`config.mk`:
```
export PLATFORM = sky130hd
export DESIGN_NAME = alu_share_arbiter
export DESIGN_NICKNAME = d
export VERILOG_FILES = /design/src/rtl/alu_share_arbiter.sv
export SDC_FILE = /design/constraint.sdc
export NUM_CORES = 1
export LEC_CHECK = 0
export ABC_AREA = 1
export CORE_MARGIN = 8
export CORE_UTILIZATION = 61
export CTS_BUF_LIST = sky130_fd_sc_hd__clkbuf_8
export DETAILED_ROUTE_END_ITERATION = 10
export GPL_ROUTABILITY_DRIVEN = 0
export PLACE_DENSITY = 0.93
export SLEW_MARGIN = 20
export SYNTH_ARGS = -nofsm -noshare
export SYNTH_HDL_FRONTEND = slang
export SYNTH_SLANG_ARGS = --single-unit
```
`constraint.sdc`:
```
create_clock -name clk -period 6.4 [get_ports clk]
set_input_delay 1.28 -clock clk [delete_from_list [all_inputs] [get_ports clk]]
set_output_delay 1.28 -clock clk [all_outputs]
set_load 0.02 [all_outputs]
```
`src/rtl/alu_share_arbiter.sv`:
```
// Two-requester shared ALU: round-robin grant, single-cycle add/sub/and,
// four-cycle shift-add multiply, one-cycle DONE pulse with owner id.
module alu_share_arbiter (
    input  logic       clk,
    input  logic       rst_n,
    input  logic       req0,
    input  logic       req1,
    input  logic [3:0] a0,
    input  logic [3:0] b0,
    input  logic [3:0] a1,
    input  logic [3:0] b1,
    input  logic [1:0] s0,
    input  logic [1:0] s1,
    output logic       ack0,
    output logic       ack1,
    output logic       busy,
    output logic [7:0] y,
    output logic       done,
    output logic       done_id
);

    localparam int unsigned OPW = 4;
    localparam int unsigned RW  = 8;

    localparam logic [1:0] OP_ADD = 2'b00;
    localparam logic [1:0] OP_SUB = 2'b01;
    localparam logic [1:0] OP_MUL = 2'b10;

    typedef enum logic [1:0] {IDLE, CALC, DONE} state_t;

    state_t          state, state_next;
    logic            ptr;
    logic            owner;
    logic [1:0]      op_s;
    logic [1:0]      cnt;
    logic [RW-1:0]   mcand;
    logic [OPW-1:0]  mplr;
    logic [RW-1:0]   acc;

    logic            grant;
    logic            gid;
    logic            calc_last;
    logic [RW-1:0]   mul_sum;
    logic [RW-1:0]   result;

    // State register
    always_ff @(posedge clk) begin
        if (!rst_n) state <= IDLE;
        else        state <= state_next;
    end

    // Arbitration, ack pulses and next-state selection
    always_comb begin
        state_next = state;
        grant      = 1'b0;
        gid        = 1'b0;
        ack0       = 1'b0;
        ack1       = 1'b0;
        if (state == IDLE) begin
            grant = req0 | req1;
            gid   = (req0 && req1) ? ptr : req1;
            ack0  = grant & ~gid;
            ack1  = grant & gid;
        end
        case (state)
            IDLE:    if (grant) state_next = CALC;
            CALC:    if (calc_last) state_next = DONE;
            DONE:    state_next = IDLE;
            default: state_next = IDLE;
        endcase
    end

    // Result of the current CALC cycle; multiply adds one partial product per cycle
    always_comb begin
        calc_last = (op_s != OP_MUL) || (cnt == 2'd3);
        mul_sum   = acc + (mplr[0] ? mcand : RW'(0));
        case (op_s)
            OP_ADD:  result = mcand + RW'(mplr);
            OP_SUB:  result = mcand - RW'(mplr);
            OP_MUL:  result = mul_sum;
            default: result = RW'(mcand[OPW-1:0] & mplr);
        endcase
    end

    // Operand capture, multiply sequencing, pointer and registered outputs
    always_ff @(posedge clk) begin
        if (!rst_n) begin
            ptr     <= 1'b0;
            owner   <= 1'b0;
            op_s    <= 2'b00;
            cnt     <= 2'd0;
            mcand   <= '0;
            mplr    <= '0;
            acc     <= '0;
            y       <= '0;
            done    <= 1'b0;
            done_id <= 1'b0;
            busy    <= 1'b0;
        end else begin
            done <= 1'b0;
            busy <= (state_next != IDLE);
            if (grant) begin
                ptr   <= ~gid;
                owner <= gid;
                op_s  <= gid ? s1 : s0;
                mcand <= RW'(gid ? a1 : a0);
                mplr  <= gid ? b1 : b0;
                acc   <= '0;
                cnt   <= 2'd0;
            end
            if (state == CALC && op_s == OP_MUL) begin
                acc   <= mul_sum;
                mcand <= mcand << 1;
                mplr  <= mplr >> 1;
                cnt   <= cnt + 2'd1;
            end
            if (state == CALC && calc_last) begin
                y       <= result;
                done    <= 1'b1;
                done_id <= owner;
            end
        end
    end

endmodule

```
==> results.md <==
* Reg clk slew, reported paths at approximately 0.080 ns
* Cells after synthesis at roughly 380
* Crit. End Element: primary output
* Netlist cell types at 33
* Final design instance area without fill at between 2000 and 3000 um^2
* Mapped Area at 2510 um^2
* Ratio of cells with drive above 1 in the final layout at under 10%
* Largest net degree at the start of global routing at 32
* Critical path depth in cells at 4
* Number of antenna diodes at 0
* Synth Warn # at 0
* Final Max Slew Viols at 0
* Hold WC Path Type: flop to flop
* DRT iter0 DRCs at 153
* Vias per cell at 5.36
* Hold Fails Final Rpt at 0
* GRT overflow at 0
* All-Layer GR Usage at ~20%
* Sum of buffers and inverters on the critical path at 2
* CP Max Fanout at 11
* Critical path's largest stage delay at approximately 0.73 ns
* Initial Util at about 63%
* Seq cells post-synth at 39
* DR DRC count at 0
* Synth area leader: dfxtp_1
* First-pass GRT wire length at about 10 mm
* Fmax at about 230 MHz
* CORE AREA at 3970 um^2
* Crit-path most repeated cell: clkdlybuf4s50_1
* End point of the critical path: ack0
* Initial antenna violation count at 0
* TritonRoute pass-1 iters at 5
* Multi-input logic area at approximately 1500 um^2
* Most numerous cell in the Yosys netlist: nand2_1
* Clock skew at 0.0109 ns
* Die Y at 80.1 um
* Syn Area/Cell at 6.57 um^2
* Post_cts resized at 0
* Unrepaired setup endpoints after global routing: false
* Delay-heaviest family, CP: buffers and inverters
* Worst-margin pin slew at 1.02 ns
* Share of the synthesized area in the top cell type at slightly above 30%
* Design Power at ~700 uW
* Relative slew slack at between 30% and 40%
* Reg2reg start: mplr[0]$_SDFFE_PN0P_
* Top area cells in the synthesized netlist: dfxtp_1 31%, nand2_1 18%, ha_1 9.0%
* Critical path type: primary input to primary output
* Post-synth EDFFs at 0
* Drt wl/cell at between 10 and 15 um
* CP Launch Type: primary input
* Critical Path Source: req0
* CTS tree: built
* Die area at ~6400 um^2
* Dominant synthesized flop cell: dfxtp_1
* Area Growth Syn to Fin at 18.2%
* Fillers at ~320
* FF/Latch Area at between 700 and 800 um^2
* Clock sinks at 39
* Pleak at between 0.001 and 0.0015 uW
* CTS Buf Count at 5
* Final net count at around 460
* Status: finished, final reports clean
* R2R Setup Slk at 4.01 ns
* # rows at 23
* Layout Utilization at 74.7%
* RR Endpoint: y[4]$_SDFFE_PN0P_
* CTS Hold Buffers Added at 0
* Final setup fails at 0
* Antenna Nets Post-Route at 0
* Total Routed Length at slightly above 6 mm
* Post-Place Cell Area at just under 3000 um^2
* Worst-Skew Late Latency at ~0.3 ns
* DP HPWL at about 4.6 mm
* WP data required at 5.12 ns
* Number of global-route vias before repair at about 2300
* Commonest cells in the netlist: 121 x nand2_1, 52 x inv_1, 39 x dfxtp_1
* Fin crit share at about two thirds
* Register area share after synthesis at between 30% and 40%
* Period minus WS final at approximately 4.4 ns
* Non-Filler Instances at 468
* VDD IR max at between 0.1 and 0.15 mV
* Worst reg2reg path depth at 11
* DP Cell Count at 460
* Crit path DAT at 3.10 ns
* Cells along the critical path: clkdlybuf4s50_1, o21ai_1, nor2_2, clkdlybuf4s50_1
* Number of port buffers at 36
* Setup bufs post-CTS at 0
* Vias at approximately 2500
* Max clock buf depth at 2
* H-tree levels at 2
* Worst path slowest cell: o21ai_1
* Num ports at 37
* Pwr dens at 237 nW/um^2
* Max-cap viol count at 0
* Die X at between 80 and 90 um
* Clock Tree Root: clkbuf_8
* Async set-reset flop share out of synthesis at 0%
* Final setup TNS at 0 ns
* Mapped Nets at between 400 and 500
==> worst min path at each step <==
| stage | to | startpoint | depth (start not counted) |
|---|---|---|---|
| finish | ptr$_SDFFE_PN0P_ | ptr$_SDFFE_PN0P_ | 2 |
| global route | ptr$_SDFFE_PN0P_ | ptr$_SDFFE_PN0P_ | 2 |
| CTS | ptr$_SDFFE_PN0P_ | ptr$_SDFFE_PN0P_ | 2 |
| detailed placement | cnt[0]$_SDFFE_PN0P_ | cnt[0]$_SDFFE_PN0P_ | 1 |
| global placement | cnt[0]$_SDFFE_PN0P_ | cnt[0]$_SDFFE_PN0P_ | 1 |
| floorplan | cnt[0]$_SDFFE_PN0P_ | cnt[0]$_SDFFE_PN0P_ | 1 |
==> routing by layer <==
metal	track usage [%]	vias to the layer above	share of wire, %
li1	-	1288	-
met1	23.3	1125	42
met2	32.9	75	49
met3	6.36	19	5.8
met4	10.4	0	3.1
met5	0	-	0
==> logic make-up after synthesis <==
logic type / after synthesis / synth area share (%)
buffers and inverters: 67 / 11.0
flip-flops: 39 / 31.1
AO/OA/AOI/OAI: 66 / 14.2
XOR/XNOR: 5 / 1.75
adder cells (fa/ha/maj): 20 / 10.6
AND/OR/NAND/NOR: 185 / 31.5
==> flip-flops by register name, indices dropped and copies added (netlist names), 2 cells and up <==
name   flops
acc        8
mcand      8
cnt        2
op_s       2
y          8
mplr       4
state      2
==> tightest hold or removal path, delay by kind of cell, from the launching register on <==
kind             cells  cell delay, ns
AO/OA/AOI/OAI        1            0.06
flip-flops           1            0.32
AND/OR/NAND/NOR      1            0.06
==> cells in the final DEF, fill, tap and decap left out, types with 2 or more instances in the layout <==
| cell | count |
|---|---|
| nand2_1 | 121 |
| inv_1 | 53 |
| dfxtp_1 | 39 |
| clkdlybuf4s50_1 | 36 |
| a21oi_1 | 33 |
| nor2_1 | 24 |
| nand3_1 | 23 |
| ha_1 | 18 |
| o21ai_0 | 14 |
| a31oi_1 | 9 |
| o21ai_1 | 6 |
| clkbuf_8 | 5 |
| inv_2 | 4 |
| nor3_1 | 3 |
| xor2_1 | 3 |
| nand3b_1 | 3 |
| nand4_1 | 3 |
| nor2_2 | 2 |
| nand2_2 | 2 |
| nand2_4 | 2 |
| clkinv_2 | 2 |
| xnor2_1 | 2 |
| o22ai_1 | 2 |
| fa_1 | 2 |
==> cell type report <==
type | instances | area share (%)
clock buffers | 5 | 2.32
clock inverters | 3 | 0.548
inverters | 59 | 7.59
multi-input cells | 276 | 49.0
flip-flops and latches | 39 | 26.3
well taps | 50 | 2.11
repair buffers | 36 | 12.1
==> report_power, final <==
| group | internal, uW | switching (uW) |
|---|---|---|
| Sequential | 263 | 20.0 |
| Clock | 74.6 | 92.6 |
| Combinational | 102 | 153 |
==> metrics by stage <==
step | hold slack, ns | setup WS (ns)
final | 0.470 | 2.02
after global routing | 0.487 | 1.95
after CTS | 0.471 | 2.04
after detailed placement | 0.454 | 2.03
after global placement | 0.449 | 2.06
after floorplan | 0.428 | 3.28
(Power assumes the default switching activity.)
==> RTL edit 1, RTL diff (same flow settings) <==
The 3 states of `state_t` get a one-hot encoding in 3 bits.
--- a/src/rtl/alu_share_arbiter.sv
+++ b/src/rtl/alu_share_arbiter.sv
@@ -28,3 +28,3 @@
 
-    typedef enum logic [1:0] {IDLE, CALC, DONE} state_t;
+    typedef enum logic [2:0] {IDLE = 3'b001, CALC = 3'b010, DONE = 3'b100} state_t;
 
Function: no difference found for any inputs over 10 cycles, from zero or initial values and one cycle with rst_n low; not proved beyond that.
==> RTL edit 1 against the original RTL <==
- clock skew decreased by 4.6 ps
- synthesized area increased by 2.2%
- synthesized cell count increased by 0.79%
- setup slack got worse by 25 ps
- die area increased by 1.8%
- sequential cell count increased by 1
- sequential power increased by 2%
- final area increased by 1.6%
- wire length decreased by 1.7%
- sequential share of layout area increased by 0.24 points
- power increased by 10%
==> RTL edit 1: results (changes against the original RTL) <==
metric;value;unit;change
dr_wl_met2;2840;µm;was 2990 µm
synthCells;385;;was 382
via_per_inst;5.41;;was 5.36
status;complete, no violations;;unchanged
vdd_ir_drop_max;155;µV;was 144 µV
fill_cells;334;;was 322
critPathMaxFanout;13;;was 11
grt_pass1_vias;2473;;was 2,309
hpwl;4570;µm;was 4640 µm
synthesis.nets;429;;was 426
grtUsageMet3;0.0618;;was 0.0636
routed-wl-met3;338;µm;was 357 µm
grt_use_met1;0.231;;was 0.233
wl_per_cell;12.9;µm;was 13.1 µm
drtPass1Iterations;4;;was 5
worst_pin_slew;937;ps;was 1020 ps
power.internal;0.493;mW;was 0.439 mW
met2_usage;0.321;;was 0.329
critical-path-slowest-cell;clkdlybuf4s50_1;;was o21ai_1
leakagePower;1.48;nW;was 1.45 nW
grt_start_max_net_pins;30;;was 32
dpl-instance-area;2910;µm²;was 2880 µm²
synthTopCellsByArea;dfxtp_1 (31%), nand2_1 (16%), inv_1 (8.9%);;was dfxtp_1 (31%), nand2_1 (18%), ha_1 (9.0%)
initialDrtViolationCount;194;;was 153
drive_above_1_share;0.0455;;was 0.0502
track_usage;0.202;;was 0.203
[RTL edit 1: final cells by class]
cell class,count,share of cell area
flip-flops and latches,40,0.265
inverters,64,0.0796
clock buffers,5,0.0228
repair buffers,36,0.119
clock inverters,3,0.0141
well taps,50,0.0207
multi-input cells,270,0.478
[RTL edit 1: metrics by stage]
step / setup WS [ps] / utilization / total power [mW]
final: 2000 / 0.749 / 0.775
after global routing: 1860 / 0.749 / 0.835
after CTS: 2000 / 0.749 / 0.774
after detailed placement: 2010 / 0.721 / 0.568
after global placement: 2050 / 0.721 / 0.557
after floorplan: 3130 / - / 0.500
[RTL edit 1: power groups by stage]
stage / combinational, mW / clock [mW] / sequential, mW
2_1_floorplan: 0.208 / 0 / 0.292
3_3_place_gp: 0.263 / 0 / 0.294
3_5_place_dp: 0.273 / 0 / 0.295
4_1_cts: 0.276 / 0.209 / 0.289
5_1_grt: 0.321 / 0.221 / 0.292
6_report: 0.276 / 0.209 / 0.290
[RTL edit 1: cells by family after synthesis]
| kind of cell | count (synthesis) | share of synthesized area |
|---|---|---|
| and+or+nand+nor | 180 | 0.297 |
| buffers and inverters | 75 | 0.126 |
| AOI/OAI and AO/OA | 65 | 0.144 |
| adders and majority gates | 20 | 0.103 |
| xor gates and xnor gates | 5 | 0.0171 |
| DFF | 40 | 0.312 |
[RTL edit 1: worst paths after layout]
| check | from | to | slack [ps] | depth (start not counted) |
|---|---|---|---|---|
| worst min-delay path | acc[0]$_SDFFE_PN0P_ | acc[0]$_SDFFE_PN0P_ | 470 | 2 |
| worst min register to register | acc[0]$_SDFFE_PN0P_ | acc[0]$_SDFFE_PN0P_ | 470 | 2 |
| worst max register to register | mplr[0]$_SDFFE_PN0P_ | y[3]$_SDFFE_PN0P_ | 3920 | 13 |
| worst max-delay path | req0 | ack0 | 2000 | 8 |
==> RTL edit 2, RTL diff (same flow settings) <==
Without the edit above. Make the reset (`rst_n`) asynchronous in 2 clocked blocks.
--- a/src/rtl/alu_share_arbiter.sv
+++ b/src/rtl/alu_share_arbiter.sv
@@ -46,3 +46,3 @@
     // State register
-    always_ff @(posedge clk) begin
+    always_ff @(posedge clk or negedge rst_n) begin
         if (!rst_n) state <= IDLE;
@@ -85,3 +85,3 @@
     // Operand capture, multiply sequencing, pointer and registered outputs
-    always_ff @(posedge clk) begin
+    always_ff @(posedge clk or negedge rst_n) begin
         if (!rst_n) begin
Function: differs if rst_n is asserted again (counterexample within 4 cycles, from zero or initial values and one cycle with rst_n low); with rst_n held inactive, the same outputs for 10 cycles.
==> RTL edit 2 against the original RTL <==
- critical path type unchanged
- first-iteration DRC count up 46%
- sequential cell count did not move
- synthesized area is 1.9% higher
- setup slack better by 62 ps
- critical path depth increased by 2
- final area rose by 2.0%
- critical endpoint is now ack1
- wire length increased by 3.5%
- clock skew is 2.6 ps lower
Power is not compared: it rests on default switching activity, and its combinational part moved more than twofold at a synthesized area within 25%.
==> RTL edit 2: results (changes against the original RTL) <==
metric;value;unit;change
cpLargestDelayFamily;buffers and inverters;;unchanged
hpwl;4850;µm;was 4640 µm
fin_cells;429;;was 468
regToRegStartpoint;mplr[0]$_DFFE_PN0P_;;was mplr[0]$_SDFFE_PN0P_
reg_top3;acc x8, mcand x8, y x8;;unchanged
whs_path_depth;2;;unchanged
synthCells;340;;was 382
worst_pin_slew;866;ps;was 1020 ps
cts.clk_slew.worst_paths;80;ps;about the same
synth_top_cell_by_area;dfrtp_1;;was dfxtp_1
worst-setup-path-type;in -> out;;unchanged
synthTopCellsByArea;dfrtp_1 (38%), nand2_1 (14%), ha_1 (8.8%);;was dfxtp_1 (31%), nand2_1 (18%), ha_1 (9.0%)
grt_pass1_vias;2395;;was 2,309
leakagePower;1.65;nW;
cts_buffers;5;;unchanged
dp.cells;421;;was 460
ff2ff_path_depth;13;;was 11
critical-path-slowest-cell;clkdlybuf4s50_1;;was o21ai_1
track_usage;0.208;;was 0.203
final-setup-viol-count;0;;unchanged
slowest_delay;620;ps;was 730 ps
pre_cts_ws;2070;ps;was 2030 ps
synth_common_cells;nand2_1 (96), inv_1 (56), dfrtp_1 (39);;was nand2_1 (121), inv_1 (52), dfxtp_1 (39)
yosys_warnings;0;;unchanged
hold_class;reg -> reg;;unchanged
synth-async-reset-ratio;1.00;;was 0
synthAdderAreaFrac;0.104;;was 0.106
drive_above_1_share;0.0501;;was 0.0502
initialDrtViolationCount;223;;was 153
synthesis.nets;384;;was 426
synth-compound-area-share;0.140;;was 0.142
grt_start_max_net_pins;40;;was 32
r2r_slack;3910;ps;was 4010 ps
drtPass1Iterations;5;;unchanged
worstPathArrival;3030;ps;was 3100 ps
critPathMaxFanout;10;;was 11
diodes;0;;unchanged
synthDistinctLibCells;37;;was 33
fill_cells;296;;was 322
synthXorXnorAreaFrac;0.0103;;was 0.0174
yosysMostFrequentCell;nand2_1;;unchanged
port_buffers;36;;unchanged
status;complete, no violations;;unchanged
synthFlopType;dfrtp_1;;was dfxtp_1
yosysSeqAreaShare;0.382;;was 0.311
hp-start;y[7]$_DFFE_PN0P_;;was ptr$_SDFFE_PN0P_
grt_first_pass_wirelength;10600;µm;was 10,400 µm
rr_endpoint;y[4]$_DFFE_PN0P_;;was y[4]$_SDFFE_PN0P_
hold_path_end;y[7]$_DFFE_PN0P_;;was ptr$_SDFFE_PN0P_
routed_wl;6350;µm;was 6140 µm
finClkSkew;8.33;ps;was 10.9 ps
vias;2460;;was 2,507
==> RTL edit 2: cell types whose count changed after synthesis, moves of 3 or more <==
cell,before,now
nand2_1,121,96
a22o_1,0,3
o21ai_1,6,1
dfrtp_1,0,39
a31oi_1,9,2
a21oi_1,33,12
inv_1,52,56
o221ai_1,0,5
o22ai_1,2,6
o21ai_0,14,22
dfxtp_1,39,0
==> RTL edit 2: power groups by stage <==
stage / Combinational, mW / Clock, mW / Sequential (mW)
after floorplan: 0.658 / 0 / 0.443
after global placement: 0.883 / 0 / 0.432
after detailed placement: 0.936 / 0 / 0.438
after CTS: 0.943 / 0.164 / 0.433
after global routing: 1.07 / 0.176 / 0.451
final: 0.953 / 0.162 / 0.438
==> RTL edit 2: cell families after synthesis <==
| group | after synthesis |
|---|---|
| simple gates | 156 |
| buf+inv | 64 |
| compound gates | 58 |
| flops | 39 |
| fa+ha+maj | 20 |
| xor+xnor | 3 |
==> RTL edit 2: stage by stage <==
| step | util | hold WS, ps | instance area, µm² |
|---|---|---|---|
| after floorplan | - | 446 | 2560 |
| after global placement | 0.730 | 463 | 2940 |
| after detailed placement | 0.730 | 464 | 2940 |
| after CTS | 0.752 | 485 | 3030 |
| after global routing | 0.752 | 508 | 3030 |
| final | 0.752 | 483 | 3030 |
==> RTL edit 2: worst reg2reg max path: cells and delay by family (launching register included) <==
family	cells	cell delay, ps
fa+ha+maj	2	580
simple gates	9	970
compound gates	2	320
flops	1	560
==> RTL edit 2: worst max-delay path by stage <==
stage | start | end | slack (ps) | depth (start not counted)
floorplan | req1 | ack1 | 3250 | 4
global placement | req1 | ack1 | 2170 | 6
detailed placement | req1 | ack1 | 2070 | 6
CTS | req1 | ack1 | 2070 | 6
global route | req1 | ack1 | 1890 | 6
finish | req1 | ack1 | 2090 | 6
==> RTL edit 2: final cells by class <==
| type | count | share of cell area |
|---|---|---|
| Clock inverter | 3 | 0.00537 |
| Clock buffer | 5 | 0.0227 |
| Tap cell | 50 | 0.0207 |
| Inverter | 59 | 0.0740 |
| Sequential cell | 39 | 0.322 |
| Multi-Input combinational cell | 237 | 0.438 |
| Timing Repair Buffer | 36 | 0.117 |
==> RTL edit 2: per-layer routing <==
| metal | share of wire | wire (µm) | global-route usage |
|---|---|---|---|
| met2 | 0.50 | 3180 | 0.353 |
| met1 | 0.40 | 2550 | 0.228 |
| met4 | 0.037 | 234 | 0.127 |
| met5 | 0 | 0 | 0 |
| met3 | 0.061 | 385 | 0.0541 |
